==> config.mk <==
export PLATFORM = sky130hd
export DESIGN_NAME = vx_ibuf_sched
export DESIGN_NICKNAME = d
export VERILOG_FILES = /design/src/rtl/vx_ibuf_sched.sv
export SDC_FILE = /design/constraint.sdc
export NUM_CORES = 1
export LEC_CHECK = 0
export BUFFER_PORTS_ARGS = -buffer_cell sky130_fd_sc_hd__buf_2
export CAP_MARGIN = 40
export CORE_ASPECT_RATIO = 1.4
export CORE_MARGIN = 2
export CORE_UTILIZATION = 53
export CTS_CLUSTER_DIAMETER = 80
export DETAILED_ROUTE_END_ITERATION = 7
export GPL_TIMING_DRIVEN = 0
export PLACE_DENSITY_LB_ADDON = 0.08
export SLEW_MARGIN = 20
export SYNTH_ARGS = -nofsm -noshare
export SYNTH_HDL_FRONTEND = slang
export SYNTH_SLANG_ARGS = --single-unit
==> constraint.sdc <==
create_clock -name clk -period 3.05 [get_ports clk]
set_input_delay 0.305 -clock clk [delete_from_list [all_inputs] [get_ports clk]]
set_output_delay 0.305 -clock clk [all_outputs]
set_load 0.1 [all_outputs]
==> src/rtl/vx_ibuf_sched.sv <==
// vx_ibuf_sched: per-warp instruction-buffer credit tracking with a
// registered round-robin fetch grant. A handshake consumes a credit,
// a buffer pop returns one; the grant is recomputed from next-state
// credits so a new grant can follow every accepted one.
module vx_ibuf_sched #(
  parameter int NUM_WARPS = 4,
  parameter int IBUF_SIZE = 2,
  localparam int WID_W = $clog2(NUM_WARPS),
  localparam int CRD_W = $clog2(IBUF_SIZE + 1)
) (
  input  logic                       clk,
  input  logic                       reset,
  input  logic [NUM_WARPS-1:0]       warp_req,
  input  logic [NUM_WARPS-1:0]       warp_stall,
  output logic                       grant_valid,
  output logic [WID_W-1:0]           grant_wid,
  input  logic                       grant_ready,
  input  logic                       pop_valid,
  input  logic [WID_W-1:0]           pop_wid,
  output logic [NUM_WARPS*CRD_W-1:0] credits,
  output logic                       idle,
  output logic                       ovf_err
);

  localparam logic [CRD_W-1:0] CRD_MAX = CRD_W'(IBUF_SIZE);

  logic [CRD_W-1:0] r_credit [NUM_WARPS];
  logic [CRD_W-1:0] w_credit_next [NUM_WARPS];
  logic             r_grant_valid;
  logic [WID_W-1:0] r_grant_wid;
  logic [WID_W-1:0] r_rr_ptr;
  logic             r_started;
  logic             r_ovf_err;

  logic                 w_hs;
  logic [NUM_WARPS-1:0] w_dec;
  logic [NUM_WARPS-1:0] w_inc;
  logic [NUM_WARPS-1:0] w_full;
  logic [NUM_WARPS-1:0] w_ovf;
  logic [NUM_WARPS-1:0] w_elig;
  logic [WID_W-1:0]     w_base;
  logic [WID_W-1:0]     w_idx;
  logic [WID_W-1:0]     w_pick;
  logic                 w_found;

  assign w_hs   = r_grant_valid & grant_ready;
  // After a handshake the search restarts just past the warp that was accepted.
  assign w_base = w_hs ? r_grant_wid : r_rr_ptr;

  for (genvar gi = 0; gi < NUM_WARPS; gi++) begin : g_warp
    assign w_dec[gi]  = w_hs & (r_grant_wid == WID_W'(gi));
    assign w_inc[gi]  = pop_valid & (pop_wid == WID_W'(gi));
    assign w_full[gi] = (r_credit[gi] == CRD_MAX);
    // A pop that meets a simultaneous handshake cancels out, so it never overflows.
    assign w_ovf[gi]  = w_inc[gi] & ~w_dec[gi] & w_full[gi];
    assign w_credit_next[gi] =
        (w_dec[gi] & ~w_inc[gi])               ? r_credit[gi] - CRD_W'(1) :
        (w_inc[gi] & ~w_dec[gi] & ~w_full[gi]) ? r_credit[gi] + CRD_W'(1) :
                                                 r_credit[gi];
    // r_started keeps the first grant off the first edge after reset release.
    assign w_elig[gi] = r_started & warp_req[gi] & ~warp_stall[gi] &
                        (w_credit_next[gi] != '0);
    assign credits[gi*CRD_W +: CRD_W] = r_credit[gi];
  end

  // Round-robin pick: first eligible warp after w_base, wrapping around.
  always_comb begin
    w_found = 1'b0;
    w_pick  = '0;
    w_idx   = '0;
    for (int k = 1; k <= NUM_WARPS; k++) begin
      w_idx = w_base + WID_W'(k);
      if (!w_found && w_elig[w_idx]) begin
        w_found = 1'b1;
        w_pick  = w_idx;
      end
    end
  end

  // Credit counters: reset to full, otherwise take the netted next value.
  always_ff @(posedge clk) begin
    for (int i = 0; i < NUM_WARPS; i++) begin
      if (!reset) begin
        r_credit[i] <= CRD_MAX;
      end else begin
        r_credit[i] <= w_credit_next[i];
      end
    end
  end

  // Grant register, round-robin pointer, start-up delay and sticky overflow.
  always_ff @(posedge clk) begin
    if (!reset) begin
      r_grant_valid <= 1'b0;
      r_grant_wid   <= '0;
      r_rr_ptr      <= WID_W'(NUM_WARPS - 1);
      r_started     <= 1'b0;
      r_ovf_err     <= 1'b0;
    end else begin
      r_started <= 1'b1;
      if (w_ovf != '0) begin
        r_ovf_err <= 1'b1;
      end
      // An offered grant is frozen until accepted.
      if (!r_grant_valid || grant_ready) begin
        r_rr_ptr      <= w_base;
        r_grant_valid <= w_found;
        if (w_found) begin
          r_grant_wid <= w_pick;
        end
      end
    end
  end

  assign grant_valid = r_grant_valid;
  assign grant_wid   = r_grant_wid;
  assign ovf_err     = r_ovf_err;
  assign idle        = (&w_full) & ~r_grant_valid;

endmodule

# Word-level counts from Yosys, hierarchy flattened
# Memory sizes are Yosys's and may differ from the RTL's.
# Index checks and enable logic that the tools add are counted.
op_classes:
  reduce_logical: 17
  shift: 0
  bitwise_logic: 59
  n_div: 0
  eq_ne: 10
  mux: 31
  n_lt_le_gt_ge: 4
  multipliers: 0
  addsub: 11
ops:
  columns: ["operator", "count"]
  rows:
  - ["$and 1x1->1", 38]
  - ["$mux 2", 17]
  - ["$not 1->1", 17]
  - ["$eq 2x2->1 const B", 8]
  - ["$lt 2x3->1 const B", 4]
  - ["$add 2x1->2 const B", 5]
  - ["$mux 1", 10]
  - ["$bmux 1 s2", 4]
  - ["$reduce_bool 2->1", 4]
  - ["$sub 2x1->2 const B", 4]
  - ["$add 2x2->2 const B", 2]
  - ["$eq 2x1->1 const B", 2]
  - ["$logic_not 1->1", 4]
  - ["$logic_not 2->1", 2]
  - ["$or 1x1->1", 4]
  - ["$reduce_and 4->1", 1]
  - ["$reduce_bool 4->1", 1]
  - ["$logic_and 1x1->1", 3]
  - ["$reduce_and 2->1", 1]
  - ["$logic_or 1x1->1", 1]
totals:
  reg_bits: 7
  rom_bits: 0
  input_bits: 14
  out_inout_bits: 13
  ram_bits: 8
  latchBits: 0
  n_memories: 1
mem_list:
  columns: ["memory", "words", "width", "read_ports", "rd_clocked_by_memory_dff", "write_ports", "line_no", "rtl"]
  rows:
  - ["r_credit", 4, 2, 4, 0, 4, "27", "logic [CRD_W-1:0] r_credit [NUM_WARPS];"]

# Depth between registers and ports, before layout
# Gate-level depths: netlist (run 1).
depth:
  word_depth: 22
  depth_mapped: 9
  ltp_nobuf: 9

# Worst setup path after synthesis (run 1)
# No wires, ideal clock.
synth_timing:
  path_kind: "register to register"
  start: "memory r_credit[0][0] (netlist bit)"
  end: "register r_grant_wid[1] (netlist: grant_wid[1])"
  path_buffers: 0
  stages_incl_launch_ff: 9
  t_arrival_ns: 2.997
  period_less_slack_ns: 3.101
  slack_ns: -0.051
  setup_time_ns: 0.103
  path_cell_list: "dfxtp_1 -> inv_1 -> ha_1 -> nor4b_2 -> a21oi_1 -> a2111oi_4 -> nand3b_2 -> a21oi_1 -> a2111oi_2"
synth_rtl:
  columns: ["item", "line_no", "rtl"]
  rows:
  - ["start, declared", "27", null]
  - ["end signal, assigned", "109", "r_grant_wid <= w_pick;"]
  - ["end, declared", "30", "logic [WID_W-1:0] r_grant_wid;"]

==> key figures, run 1 <==
Layout
  • Most frequent cells in the layout: 26 x buf_2, 19 x nand2_1, 18 x nor2_1, 14 x dfxtp_1, 11 x a21oi_1
  • Commonest non-fill, non-tap cell in the layout: buf_2
  • Number of nets in the layout: about 200
  • Layout Area Growth over Synthesis: 15.6%
  • Fin util: about two thirds
  • Ant. Diodes: 0
  • Share of layout cells above drive strength 1: 23.9%

Setup path
  • Reg-to-reg slack, setup: around 0.46 ns
  • CP startpoint kind: flop
  • CP most frequent cell: a21oi_1
  • Critical R2R Launch: r_credit[0][0]
  • Worst Reg-to-Reg Cells: 8
  • CP Class: reg2reg
  • WP data required: 3.26 ns
  • Worst Path Max Fanout: 7
  • Worst EP arrival: 2.80 ns
  • Cells along the critical path: inv_1 -> ha_1 -> nor4b_2 -> a21oi_1 -> a2111oi_4 -> nand3b_2 -> a21oi_1 -> a2111oi_2
  • Nature of the critical path endpoint: flop
  • R2r endpoint: grant_wid[1]
  • Crit-path max cell delay: roughly 0.55 ns
  • CP max stage cell: a2111oi_4

Clocking
  • Root Buffer: clkbuf_4
  • H-tree levels: 1
  • Clock Pin Slew Worst Setup and Hold Paths: approximately 0.090 ns
  • Post-CTS Setup Inserts: 0
  • Cts repair resizes: 0
  • CTS tree: built
  • Cts bufs inserted: 3
  • Cts hold-fix bufs: 0
  • Clk Latency, worst-skew pair: 0.30 ns
  • Sink Count: 15
  • Clock Tree Buf Depth: 2

Global routing
  • Pin count of the biggest net entering global routing: 11
  • GRT Overall Usage: roughly a quarter
  • Grt total ovfl: 0
  • Vias in the first global route: approximately 1100
  • Initial antenna violation count: 0
  • Global-route wire length before repair: 4630 um

Logic synthesis
  • Synth warn: 0
  • Sequential share of the synthesized area: a little over a quarter
  • Synth area leader: dfxtp_1
  • Synth Flop Type: dfxtp_1
  • Synth cell types: 47
  • Post-synth top area share: between 20% and 30%
  • Flops & latches, synth: 15
  • Post-Syn Area: roughly 1100 um^2
  • Asr flop ratio synth: 0%
  • Synth Instances: between 100 and 150
  • Syn Area/Cell: just under 8 um^2
  • Synth area leaders: dfxtp_1 26%, nand2_1 6.2%, nor2_1 5.9%
  • Post-synth EDFFs: 0
  • Syn Nets: roughly 170

Die
  • Chip Height: ~60 um
  • Core box area: between 1500 and 2000 um^2
  • Initial Util: 57.5%
  • Top-Level Pins: 27
  • DIE AREA: roughly 2600 um^2
  • Die Width: 43.3 um
  • Rows: 19

STA
  • Fin. Hold Viols: 0
  • Clk_skew: ~0.0020 ns
  • TNS Setup: 0 ns
  • Final setup viols: 0
  • RSZ-0062 raised after global routing: no
  • Fmax: between 300 and 400 MHz
  • Final min period: 2.59 ns
  • Slew margin rel.: between 60 and 70%
  • Final worst-path cycle share: a little over four fifths
  • Tightest Pin Transition: roughly 0.56 ns
  • Slew Limit Fails: 0

Route
  • Vias per cell: 6.02
  • Initial DRC count: 25
  • Antenna Violating Nets Remaining: 0
  • DR pass1 iterations: 5
  • Routed vias: 1186
  • Final wirelength: approximately 2800 um
  • Residual DRC: 0
  • Routed length per instance: approximately 14 um

Placed design
  • RePlAce Congestion: between 0.9 and 1
  • Number of I/O port buffers: 25
  • Post-DP HPWL: between 2000 and 2500 um

Status
  • Status: complete, no violations

Power and ir drop
  • Comb power frac: about two thirds
  • Sequential share of power: between 20% and 30%
  • Sw Ratio: roughly 60%
  • Int Power: approximately 0.49 mW
  • Clock share of power: 10.1%
  • Worst vdd ir: around 0.7 mV
  • Switching power: 0.725 mW
  • Total power per unit cell area: 912 nW/um^2
  • Leakage: between 0.5 and 0.6 nW

Worst hold path
  • Hold EP: r_started
  • Min-delay worst type: in2reg
  • Beginning of the worst hold path: reset
  • Worst Hold Depth: 1

Job
  • Max cap viols: 0
layer usage:
metal  vias to the layer above  track usage [%]  part of all wire, %
li1                        620                -                    -
met1                       528             30.1                   42
met2                        33             39.9                   51
met3                         5             2.13                  4.8
met4                         0             14.7                  2.2
met5                         -                0                    0
state kept, by name (all words and copies together), names as in the netlist:
register,cells
r_rr_ptr,2
grant_valid,1
grant_wid,2
r_credit,8
r_started,1
ovf_err,1
through the flow:
| step | total power, mW | instances | hold slack [ns] | cell area (um^2) | setup slack (ns) |
|---|---|---|---|---|---|
| floorplan | 0.965 | 147 | 0.333 | 1150 | 0.0375 |
| global placement | 1.08 | 193 | 0.537 | 1300 | 0.604 |
| detailed placement | 1.09 | 193 | 0.542 | 1300 | 0.510 |
| CTS | 1.21 | 197 | 0.221 | 1330 | 0.483 |
| global route | 1.28 | 197 | 0.222 | 1330 | 0.311 |
| finish | 1.21 | 197 | 0.227 | 1330 | 0.460 |
cells in the mapped netlist, types with 3 or more instances:
library cell,n
o22ai_1,3
and3_1,3
nand3_1,7
o311ai_0,4
inv_1,9
o21ai_0,3
nor2_1,18
a31oi_1,4
nor3_1,4
nand2_1,19
xnor2_1,3
dfxtp_1,15
ha_1,4
mux2i_1,3
a21oi_1,11
cells by family after synthesis:
group | synth area share (%)
AO/OA/AOI/OAI | 24.6
adder cells (fa/ha/maj) | 4.36
buffers and inverters | 5.34
XOR/XNOR | 2.29
flip-flops | 26.1
AND/OR/NAND/NOR | 34.6
multiplexers | 2.61
critical path: cells and delay by family, from the launching register on:
kind	cells	cell delay, ns
adders and majority gates	1	0.23
and+or+nand+nor	2	0.64
buffers and inverters	1	0.07
AOI/OAI and AO/OA	4	1.19
DFF	1	0.35
power by group through the flow:
stage	Combinational, mW	Sequential, mW	Clock, mW
2_1_floorplan	0.380	0.585	0
3_3_place_gp	0.779	0.297	0
3_5_place_dp	0.789	0.300	0
4_1_cts	0.792	0.296	0.125
5_1_grt	0.842	0.307	0.132
6_report	0.791	0.297	0.123
worst max-delay path by stage:
stage                        start           end  slack, ns  cells after the start
global placement    r_credit[0][0]  grant_wid[1]       0.60                      8
detailed placement  r_credit[0][0]  grant_wid[1]       0.51                      8
floorplan           r_credit[0][1]          idle       0.04                      3
global route        r_credit[0][0]  grant_wid[1]       0.31                      8
CTS                 r_credit[0][0]  grant_wid[1]       0.48                      8
finish              r_credit[0][0]  grant_wid[1]       0.46                      8
area by class of cell:
class / instances / area, um^2
well taps: 21 / 26.3
fillers: 182 / 669
clock buffers: 4 / 26.3
inverters: 9 / 33.8
plain buffers: 4 / 27.5
repair buffers: 25 / 125
flip-flops and latches: 15 / 302
multi-input cells: 119 / 787
No activity file was read; power rests on OpenSTA's default activity.
==> run 2, diff against run 1 <==
Settings changed: CORE_UTILIZATION 53 to 48.
Clock period 3.05 ns to 2.3 ns, I/O delays scaled along.
==> key figures, run 2 (synthesis results as in run 1) <==
Status
  • Status: complete, no violations

Placed design
  • Number of I/O port buffers: 25 (unchanged)
  • Dpl cell area: 1400 um^2 (+7.2%)
  • RePlAce Congestion: 0.871 (-3.8%)
  • Post-DP HPWL: 2360 um (+12%)

Setup path
  • R2r endpoint: grant_wid[0]
  • CP startpoint kind: flop
  • Worst EP arrival: 2.41 ns (-0.39 ns)
  • Critical R2R Launch: r_credit[0][0]
  • CP Class: reg2reg
  • WP data required: 2.47 ns (-0.79 ns)
  • Worst Reg-to-Reg Cells: 9 (+1)
  • Reg-to-reg slack, setup: 0.07 ns (-0.39 ns)
  • Nature of the critical path endpoint: flop
  • Worst Path Max Fanout: 7 (unchanged)

Route
  • Initial DRC count: 21 (-16%)
  • Routed vias: 1254 (+5.7%)
  • Met2 WL: 1600 um (+12%)
  • Final wirelength: 3070 um (+10%)
  • Routed length per instance: 15.1 um (+6.6%)
  • Met3 Wirelength: 95 um (-29%)
  • Metal-1 WL: 1300 um (+12%)
  • Vias per cell: 6.15 (+2.1%)
  • DR pass1 iterations: 4 (-1)
  • Residual DRC: 0 (unchanged)
  • DR top layer: met4
  • Antenna Violating Nets Remaining: 0 (unchanged)

STA
  • RSZ-0062 raised after global routing: yes
  • Hold_ws: 0.149 ns (-0.0777 ns)
  • Fmax: 448 MHz (+16%)
  • Final min period: 2.23 ns (-0.356 ns)
  • Clk_skew: 0.000621 ns (-0.00138 ns)
  • Tightest Pin Transition: 0.551 ns (-0.00822 ns)
  • Fin. Hold Viols: 0 (unchanged)
  • TNS Setup: 0 ns (unchanged)
  • Final worst-path cycle share: 97.1% (+12 points)
  • Slew margin rel.: 62.2% (+0.56 points)
  • Final setup viols: 0 (unchanged)
  • Slew Limit Fails: 0 (unchanged)

Layout
  • Fillers: 204 (+12%)
  • Largest reg by FF count: r_credit
  • Most frequent cells in the layout: 26 x buf_2, 19 x nand2_1, 17 x nor2_1, 8 x dfxtp_4, 7 x nand3_1
  • Number of nets in the layout: 200 (+2.6%)
  • Layout Area Growth over Synthesis: 32.8%
  • Share of layout cells above drive strength 1: 40.9% (+17 points)
  • Commonest non-fill, non-tap cell in the layout: buf_2
  • Sequential Area: 334 um^2 (+11%)
  • Design area: 1530 um^2 (+15%)
  • Ant. Diodes: 0 (unchanged)
  • Max reg flops: 8 (unchanged)
  • Footprint of the multi-input gates: 906 um^2 (+15%)

Power and ir drop
  • Worst vdd ir: 0.803 mV (+12%)
  • Leakage: 0.593 nW (+9.4%)
  • Total power per unit cell area: 1160 nW/um^2 (+27%)
  • Pwr Total: 1.76 mW (+46%)

Global routing
  • Pin count of the biggest net entering global routing: 11 (unchanged)
  • Initial antenna violation count: 0 (unchanged)
  • Vias in the first global route: 1100 (+4.2%)
  • Grt total ovfl: 0 (unchanged)
  • Global-route wire length before repair: 4940 um (+6.7%)
  • GRT Overall Usage: 24.4% (+0.19 points)

Clocking
  • H-tree levels: 1 (unchanged)
  • Root Buffer: clkbuf_4
  • Sink Count: 15 (unchanged)
  • Cts bufs inserted: 3 (unchanged)
  • CTS tree: built
  • Cts hold-fix bufs: 0 (unchanged)
  • Clock Pin Slew Worst Setup and Hold Paths: 0.09 ns (about the same)
  • Clock Tree Buf Depth: 2 (unchanged)
  • Clk Latency, worst-skew pair: 0.29 ns (about the same)

Job
  • Max cap viols: 0 (unchanged)

Die
  • Core box area: 2340 um^2 (+17%)
  • DIE AREA: 2810 um^2 (+9.6%)
  • Initial Util: 49.1% (-8.4 points)
  • Die Width: 45.3 um (+4.6%)
  • Top-Level Pins: 27 (unchanged)
  • Rows: 21 (+2)
  • Chip Height: 61.9 um (+4.7%)

Worst hold path
  • Beginning of the worst hold path: reset
  • Min-delay worst type: in2reg
  • Hold EP: r_started
  • Worst Hold Depth: 1 (unchanged)
run 2: changes by cell type in the layout (fill, tap and decap cells not counted), sizes merged:
cell,before,now
buf,28,33
run 2: worst max-delay path, stage by stage (launching register included):
cell and delay (ns):
dfxtp_4 0.38, inv_4 0.05, ha_4 0.17, nor4b_4 0.38, a21oi_2 0.14, a2111oi_4 0.34, buf_4 0.21, o22ai_1 0.10
a211oi_2 0.24, a311oi_2 0.12
run 2: layer usage:
metal / track usage (%) / vias up
li1: - / 623
met1: 29.2 / 590
met2: 42.9 / 34
met3: 2.02 / 7
met4: 12.2 / 0
met5: 0 / -
run 2: worst max path at each step:
stage	start	endpoint	slack, ns	cells after the start
2_1_floorplan	grant_valid	grant_wid[1]	-0.02	8
3_3_place_gp	r_credit[3][0]	grant_wid[1]	-0.02	9
3_5_place_dp	r_credit[0][0]	grant_wid[0]	-0.1	8
4_1_cts	r_credit[0][0]	grant_wid[0]	0.003	8
5_1_grt	r_credit[0][0]	grant_wid[0]	-0.06	9
6_report	r_credit[0][0]	grant_wid[0]	0.07	9
run 2: layout make-up:
type,instances,share of cell area (%)
Multi-Input combinational cell,119,59.4
Sequential cell,15,21.9
Timing Repair Buffer,30,10.7
Inverter,9,2.38
Buffer,4,2.05
Tap cell,23,1.89
Clock buffer,4,1.72
run 2: report_power, final:
part / leakage, nW / switching [mW] / total, mW / internal, mW
registers: 0.128 / 0.0863 / 0.427 / 0.340
logic: 0.450 / 0.842 / 1.18 / 0.335
clock network: 0.0150 / 0.0933 / 0.161 / 0.0676
total: 0.593 / 1.02 / 1.76 / 0.743
run 2: what timing repair did:
action / 4_1_cts / 5_1_grt
pin swaps: 2 / 13
buffers inserted: 0 / 5
setup endpoints to repair: 2 / 2
gates resized for setup: 1 / 11
run 2: per-stage QoR:
step	util [%]	instances	worst slack [ns]
floorplan	-	147	-0.0220
global route	65.2	204	-0.0553
detailed placement	59.7	195	-0.0978
CTS	61.0	199	0.00251
finish	65.2	204	0.0662
global placement	59.7	195	-0.0199
